File: src/rtl/glitc_prog_pkg.sv
// Shared definitions for the GLITC configuration sequencer: channel count,
// per-channel state encoding and the counter sizing helper.
package glitc_prog_pkg;

    localparam int unsigned NUM_GLITC = 4;
    localparam int unsigned STATE_W   = 3;

    // Encodings are visible on state_debug_o, so the values are fixed.
    typedef enum logic [STATE_W-1:0] {
        ST_IDLE      = 3'd0,
        ST_REQ_WAIT  = 3'd1,
        ST_PROG_LOW  = 3'd2,
        ST_GAP       = 3'd3,
        ST_INIT_HOLD = 3'd4,
        ST_LOAD      = 3'd5,
        ST_READY     = 3'd6,
        ST_ERROR     = 3'd7
    } ch_state_e;

    // One counter serves both the pin phases and the DONE timeout, so it must
    // be wide enough for whichever of the two is larger.
    function automatic int unsigned cnt_width(input int unsigned timeout_bits,
                                              input int unsigned max_cycles);
        int unsigned w;
        w = $clog2(max_cycles + 1);
        return (w > timeout_bits) ? w : timeout_bits;
    endfunction

endpackage

File: src/rtl/glitc_prog_channel.sv
// One GLITC configuration channel: DONE synchronizer, PROGRAM_B/INIT_B
// sequencing, DONE-wait timeout and the gready flag seen by the GLITCBUS master.
module glitc_prog_channel
    import glitc_prog_pkg::*;
#(
    parameter int unsigned PROG_CYCLES  = 64,
    parameter int unsigned GAP_CYCLES   = 16,
    parameter int unsigned INIT_CYCLES  = 64,
    parameter int unsigned TIMEOUT_BITS = 24
) (
    input  logic               clk_i,
    input  logic               rst_n_i,
    input  logic               prog_req_i,
    input  logic               bus_busy_i,
    input  logic               done_i,
    output logic               program_b_o,
    output logic               init_b_o,
    output logic               gready_o,
    output logic               prog_err_o,
    output logic [STATE_W-1:0] state_o
);

    localparam int unsigned MAX_PHASE =
        (PROG_CYCLES > GAP_CYCLES)
            ? ((PROG_CYCLES > INIT_CYCLES) ? PROG_CYCLES : INIT_CYCLES)
            : ((GAP_CYCLES  > INIT_CYCLES) ? GAP_CYCLES  : INIT_CYCLES);
    localparam int unsigned CNT_W = cnt_width(TIMEOUT_BITS, MAX_PHASE);

    localparam logic [CNT_W-1:0] PROG_LAST    = CNT_W'(PROG_CYCLES - 1);
    localparam logic [CNT_W-1:0] GAP_LAST     = CNT_W'(GAP_CYCLES - 1);
    localparam logic [CNT_W-1:0] INIT_LAST    = CNT_W'(INIT_CYCLES - 1);
    localparam logic [CNT_W-1:0] TIMEOUT_LAST = CNT_W'({TIMEOUT_BITS{1'b1}});

    logic             done_meta;
    logic             done_s;
    ch_state_e        state_q, state_d;
    logic [CNT_W-1:0] cnt_q, cnt_d;
    logic [CNT_W-1:0] cnt_inc;
    logic             program_b_q, program_b_d;
    logic             init_b_q, init_b_d;
    logic             gready_q, gready_d;
    logic             prog_err_q, prog_err_d;

    // Two-flop synchronizer for the asynchronous DONE pin.
    always_ff @(posedge clk_i or negedge rst_n_i) begin
        if (!rst_n_i) begin
            done_meta <= 1'b0;
            done_s    <= 1'b0;
        end else begin
            done_meta <= done_i;
            done_s    <= done_meta;
        end
    end

    // State, counter and registered pin/flag outputs.
    always_ff @(posedge clk_i or negedge rst_n_i) begin
        if (!rst_n_i) begin
            state_q     <= ST_IDLE;
            cnt_q       <= '0;
            program_b_q <= 1'b1;
            init_b_q    <= 1'b1;
            gready_q    <= 1'b0;
            prog_err_q  <= 1'b0;
        end else begin
            state_q     <= state_d;
            cnt_q       <= cnt_d;
            program_b_q <= program_b_d;
            init_b_q    <= init_b_d;
            gready_q    <= gready_d;
            prog_err_q  <= prog_err_d;
        end
    end

    // Next-state logic; registered outputs change only on transitions, and
    // gready only ever moves while the bus is idle.
    always_comb begin
        state_d     = state_q;
        cnt_d       = cnt_q;
        program_b_d = program_b_q;
        init_b_d    = init_b_q;
        gready_d    = gready_q;
        prog_err_d  = prog_err_q;
        cnt_inc     = cnt_q + 1'b1;

        unique case (state_q)
            ST_IDLE: begin
                if (prog_req_i) begin
                    state_d = ST_REQ_WAIT;
                end else if (done_s) begin
                    state_d = ST_READY;
                    if (!bus_busy_i) gready_d = 1'b1;
                end else if (!bus_busy_i) begin
                    // Finishes a READY->IDLE drop that happened mid-transaction.
                    gready_d = 1'b0;
                end
            end

            ST_REQ_WAIT: begin
                if (!bus_busy_i) begin
                    state_d     = ST_PROG_LOW;
                    gready_d    = 1'b0;
                    program_b_d = 1'b0;
                    init_b_d    = 1'b1;
                    prog_err_d  = 1'b0;
                    cnt_d       = '0;
                end
            end

            ST_PROG_LOW: begin
                if (prog_req_i) begin
                    state_d     = ST_REQ_WAIT;
                    cnt_d       = '0;
                    program_b_d = 1'b1;
                    init_b_d    = 1'b1;
                end else if (cnt_q == PROG_LAST) begin
                    state_d  = ST_GAP;
                    init_b_d = 1'b0;
                    cnt_d    = '0;
                end else begin
                    cnt_d = cnt_inc;
                end
            end

            ST_GAP: begin
                if (prog_req_i) begin
                    state_d     = ST_REQ_WAIT;
                    cnt_d       = '0;
                    program_b_d = 1'b1;
                    init_b_d    = 1'b1;
                end else if (cnt_q == GAP_LAST) begin
                    state_d     = ST_INIT_HOLD;
                    program_b_d = 1'b1;
                    cnt_d       = '0;
                end else begin
                    cnt_d = cnt_inc;
                end
            end

            ST_INIT_HOLD: begin
                if (prog_req_i) begin
                    state_d     = ST_REQ_WAIT;
                    cnt_d       = '0;
                    program_b_d = 1'b1;
                    init_b_d    = 1'b1;
                end else if (cnt_q == INIT_LAST) begin
                    state_d  = ST_LOAD;
                    init_b_d = 1'b1;
                    cnt_d    = '0;
                end else begin
                    cnt_d = cnt_inc;
                end
            end

            ST_LOAD: begin
                if (prog_req_i) begin
                    state_d     = ST_REQ_WAIT;
                    cnt_d       = '0;
                    program_b_d = 1'b1;
                    init_b_d    = 1'b1;
                end else if (done_s) begin
                    state_d = ST_READY;
                    if (!bus_busy_i) gready_d = 1'b1;
                end else if (cnt_inc == TIMEOUT_LAST) begin
                    // Transition on the edge the count would hit all-ones, so
                    // LOAD lasts exactly 2^TIMEOUT_BITS-1 cycles.
                    state_d    = ST_ERROR;
                    prog_err_d = 1'b1;
                    gready_d   = 1'b0;
                    cnt_d      = '0;
                end else begin
                    cnt_d = cnt_inc;
                end
            end

            ST_READY: begin
                if (prog_req_i) begin
                    state_d = ST_REQ_WAIT;
                end else if (!done_s) begin
                    state_d = ST_IDLE;
                    if (!bus_busy_i) gready_d = 1'b0;
                end else if (!bus_busy_i) begin
                    gready_d = 1'b1;
                end
            end

            ST_ERROR: begin
                program_b_d = 1'b1;
                init_b_d    = 1'b1;
                gready_d    = 1'b0;
                prog_err_d  = 1'b1;
                if (prog_req_i) state_d = ST_REQ_WAIT;
            end

            default: begin
                state_d = ST_IDLE;
            end
        endcase
    end

    assign program_b_o = program_b_q;
    assign init_b_o    = init_b_q;
    assign gready_o    = gready_q;
    assign prog_err_o  = prog_err_q;
    assign state_o     = state_q;

endmodule

File: src/rtl/glitc_prog_ctrl.sv
// Quad GLITC configuration sequencer: four independent channels sharing the
// GLITCBUS busy indication, with per-channel state packed onto state_debug_o.
module glitc_prog_ctrl
    import glitc_prog_pkg::*;
#(
    parameter int unsigned PROG_CYCLES  = 64,
    parameter int unsigned GAP_CYCLES   = 16,
    parameter int unsigned INIT_CYCLES  = 64,
    parameter int unsigned TIMEOUT_BITS = 24
) (
    input  logic                           clk_i,
    input  logic                           rst_n_i,
    input  logic [NUM_GLITC-1:0]           prog_req_i,
    input  logic                           bus_busy_i,
    input  logic [NUM_GLITC-1:0]           done_i,
    output logic [NUM_GLITC-1:0]           program_b_o,
    output logic [NUM_GLITC-1:0]           init_b_o,
    output logic [NUM_GLITC-1:0]           gready_o,
    output logic [NUM_GLITC-1:0]           prog_err_o,
    output logic [NUM_GLITC*STATE_W-1:0]   state_debug_o
);

    for (genvar g = 0; g < NUM_GLITC; g++) begin : g_ch
        glitc_prog_channel #(
            .PROG_CYCLES  (PROG_CYCLES),
            .GAP_CYCLES   (GAP_CYCLES),
            .INIT_CYCLES  (INIT_CYCLES),
            .TIMEOUT_BITS (TIMEOUT_BITS)
        ) u_ch (
            .clk_i       (clk_i),
            .rst_n_i     (rst_n_i),
            .prog_req_i  (prog_req_i[g]),
            .bus_busy_i  (bus_busy_i),
            .done_i      (done_i[g]),
            .program_b_o (program_b_o[g]),
            .init_b_o    (init_b_o[g]),
            .gready_o    (gready_o[g]),
            .prog_err_o  (prog_err_o[g]),
            .state_o     (state_debug_o[g*STATE_W +: STATE_W])
        );
    end

endmodule
File: config.mk
export PLATFORM = sky130hd
export DESIGN_NAME = glitc_prog_ctrl
export DESIGN_NICKNAME = d
export VERILOG_FILES = /design/src/rtl/glitc_prog_pkg.sv /design/src/rtl/glitc_prog_channel.sv /design/src/rtl/glitc_prog_ctrl.sv
export SDC_FILE = /design/constraint.sdc
export NUM_CORES = 1
export LEC_CHECK = 0
export CAP_MARGIN = 5
export CORE_MARGIN = 10
export CORE_UTILIZATION = 30
export CTS_CLUSTER_DIAMETER = 60
export DETAILED_ROUTE_END_ITERATION = 10
export GPL_TIMING_DRIVEN = 1
export SKIP_CTS_REPAIR_TIMING = 1
export SLEW_MARGIN = 20
export SYNTH_ARGS = -nofsm -noshare
export SYNTH_HDL_FRONTEND = slang
export SYNTH_HIERARCHICAL = 1
export SYNTH_SLANG_ARGS = --single-unit
File: constraint.sdc
create_clock -name clk_i -period 3.7 [get_ports clk_i]
set_clock_uncertainty 0.15 [all_clocks]
set_input_delay 0.555 -clock clk_i [delete_from_list [all_inputs] [get_ports clk_i]]
set_output_delay 0.555 -clock clk_i [all_outputs]
set_load 0.005 [all_outputs]
==> impl_metrics.tcl <==
set metrics [dict create \
    status "finished clean" \
    synth-adder-area-share 0.0103 \
    crit_required_ns 3.87 \
    hold_viol 0 \
    synth_top_family_by_area "simple AND/OR/NAND/NOR gates" \
    async_flop_share 1.00 \
    crit_family "simple AND/OR/NAND/NOR gates" \
    area_growth_pct 13.7 \
    final_nets 1246 \
    synthMuxAreaShare 0.00872 \
    die_h_microns 200 \
    rsz0062_at_grt "no" \
    setup_tns_ns 0 \
    yosysTopAreaCellShare 0.318 \
    netlist_instances 1222 \
    cap_violations 0 \
    relSlewSlack 0.549 \
    io_buffers 38 \
    met1_length_mm 12.4 \
    setup_ws_ns 0.350 \
    leakagePower_nw 4.31 \
    cts_tree "yes" \
    met2_length_mm 12.3 \
    synth_compound_area_frac 0.226 \
    critPathBufInv 0 \
    synth_flop_cell "dfrtp_1" \
    num_rows 65 \
    antenna_found_initial 0 \
    cp_cell_sequence "nand4_2, or3_4, or4_4, a2111oi_0, nand4_1, nand2_1, nand3_2, o31ai_1" \
    p_total_mw 6.06 \
    cts_buffers 17 \
    fmax_ghz 0.299 \
    firstDrtPassIters 6 \
    path_clk_slew_ns 0.06 \
    synthTopCellsByArea "dfrtp_1, nand2_1, nor2_1" \
    ir_drop_uv 319 \
    min-delay-path-class "register to register" \
    clk-insertion-delay-late_ns 0.42 \
    path_class "register to register" \
    drive_gt1_frac 0.108 \
    avgSynthCellArea_sq_um 7.99 \
    yosysWarningCount 6 \
    worstPathArrival_ns 3.52 \
    clockBufferDepth 2 \
    yosys.area_share.simple 0.315 \
    num_antenna_cells 0 \
    period_share 0.905 \
    max_stage_delay_ns 0.54 \
    synth.largest_area_cell "dfrtp_1" \
    startpoint_type "register" \
    highest_layer "met4" \
    synth-seq-cells 132 \
    start_util 0.307 \
    die_w_microns 200 \
    syn_area_sq_um 9760 \
    vias_per_cell 5.54 \
    core_area_sq_um 31800 \
    cts_root_buf "clkbuf_16" \
    dieArea_sq_um 40100 \
    yosys.area_share.xor_xnor 0.0368 \
    fin_util 0.349 \
    gp_congestion 0.880 \
    endpoint_kind "register" \
    cts.sinks 132 \
    synth_nets 1241 \
    pre_cts_ws_ns 0.248 \
    gr-total-overflow 0 \
    wirelength_mm 26.5 \
    nFillCells 3274 \
    critPathMaxFanout 8 \
    grt_max_degree 78 \
    drc_errors 0 \
    tightest_slew_ns 0.670 \
    ys_seq_area_frac 0.340 \
    fin_crit_ns 3.35 \
    synth-edff-count 0 \
    cts_max_level 4 \
    io_pins 39 \
    grt_pass1_wl_mm 45.4 \
    place_hpwl_mm 18.4 \
    finalSetupViolCount 0 \
    stdcell_count 1674 \
    vias 9276 \
    grt_pass1_vias 8835 \
    drt_iter0_drc 1016 \
    dp_cells 1642 \
    antenna_left 0 \
    maxSlewViolCount 0 \
    grt_usage 0.131 \
    avgRoutedWirePerCell_microns 15.8 \
    p_per_area_nw_per_um2 546 \
    synthDistinctLibCells 86 \
    cp_slowest_cell "a2111oi_0" \
    wl_met3_mm 1.53 \
]
## worst reg2reg max path, delay by kind of cell (launching register included)
family          cells  cell delay (ns)
flops               1             0.51
simple gates        6             1.81
compound gates      2             0.79
## cells by family after synthesis
family | after synthesis
and+or+nand+nor | 585
AOI/OAI and AO/OA | 313
buffers and inverters | 135
DFF | 132
xor gates and xnor gates | 41
muxes | 8
adders and majority gates | 8
## cell usage in the layout, fill, tap and decap left out, types with 11 or more instances in the layout
cell / instances
clkbuf_16: 17
a21oi_1: 52
nor2_1: 108
nor3_1: 43
nand3_1: 48
o211ai_1: 14
or3_1: 11
o21ai_0: 32
o221ai_1: 12
nor2b_1: 18
and3_1: 12
nand4_1: 36
xnor2_1: 23
o22ai_1: 36
o21a_1: 11
and2_1: 11
inv_1: 43
a31oi_1: 33
o21ai_1: 25
nand2b_1: 21
dfrtp_1: 124
buf_4: 36
xor2_1: 18
clkdlybuf4s50_1: 37
a211oi_1: 11
nor4_1: 36
nand2_1: 183
## per-stage QoR
stage          hold slack (ns)  instance area [sq um]
6_report                 0.190                  11100
5_1_grt                  0.199                  11100
4_1_cts                -0.0230                  11100
3_5_place_dp             0.186                  10500
3_3_place_gp             0.183                  10500
2_1_floorplan            0.109                   9760
## worst paths after layout
kind	start	end	slack, ns	cells after the start
worst max register to register	g_ch[3].u_ch/cnt_q[7]	g_ch[3].u_ch/state_o[1]	0.35	8
worst min register to register	g_ch[3].u_ch/done_meta	g_ch[3].u_ch/done_s	0.19	0
max in group asynchronous	rst_n_i	g_ch[3].u_ch/program_b_o	2.00	3
worst min-delay path	g_ch[3].u_ch/done_meta	g_ch[3].u_ch/done_s	0.19	0
worst max-delay path	g_ch[3].u_ch/cnt_q[7]	g_ch[3].u_ch/state_o[1]	0.35	8
min in group asynchronous	rst_n_i	g_ch[1].u_ch/prog_err_o	0.55	2
## flip-flops by register name, summed over array words and instances, names as in the netlist
name	cells
g_ch.u_ch/cnt_q	96
g_ch.u_ch/done_meta	4
g_ch.u_ch/done_s	4
g_ch.u_ch/gready_o	4
g_ch.u_ch/init_b_o	4
g_ch.u_ch/prog_err_o	4
g_ch.u_ch/program_b_o	4
g_ch.u_ch/state_o	12
## power breakdown
group | total (mW) | switching, mW | internal [mW]
Clock | 1.57 | 0.651 | 0.918
Sequential | 2.00 | 0.342 | 1.66
Combinational | 2.50 | 1.51 | 0.987
Total | 6.06 | 2.50 | 3.56
## metal layers
metal  track usage  up-vias
li1              -     4526
met1         0.176     4448
met2         0.210      285
met3        0.0256       17
met5             0        -
met4        0.0330        0
## Yosys cell counts (12+ instances only)
library cell  count
nand2_1         183
dfrtp_1         124
nor2_1          108
a21oi_1          52
nand3_1          48
clkbuf_1         43
inv_1            43
nor3_1           43
o22ai_1          38
nand4_1          36
nor4_1           36
a31oi_1          33
o21ai_0          32
buf_2            31
o21ai_1          25
xnor2_1          23
nand2b_1         21
nor2b_1          18
xor2_1           18
o211ai_1         14
and3_1           12
o221ai_1         12
## cell type report
cell class                 count  area, sq um  area share
timing repair buffer          77          702      0.0632
clock buffer                  22          444      0.0400
clock inverter                 9         82.6     0.00744
inverter                      44          165      0.0149
sequential                   132         3310       0.299
tap                          435          544      0.0490
multi-input combinational    955         5850       0.527
No activity file was read; power rests on OpenSTA's default activity.
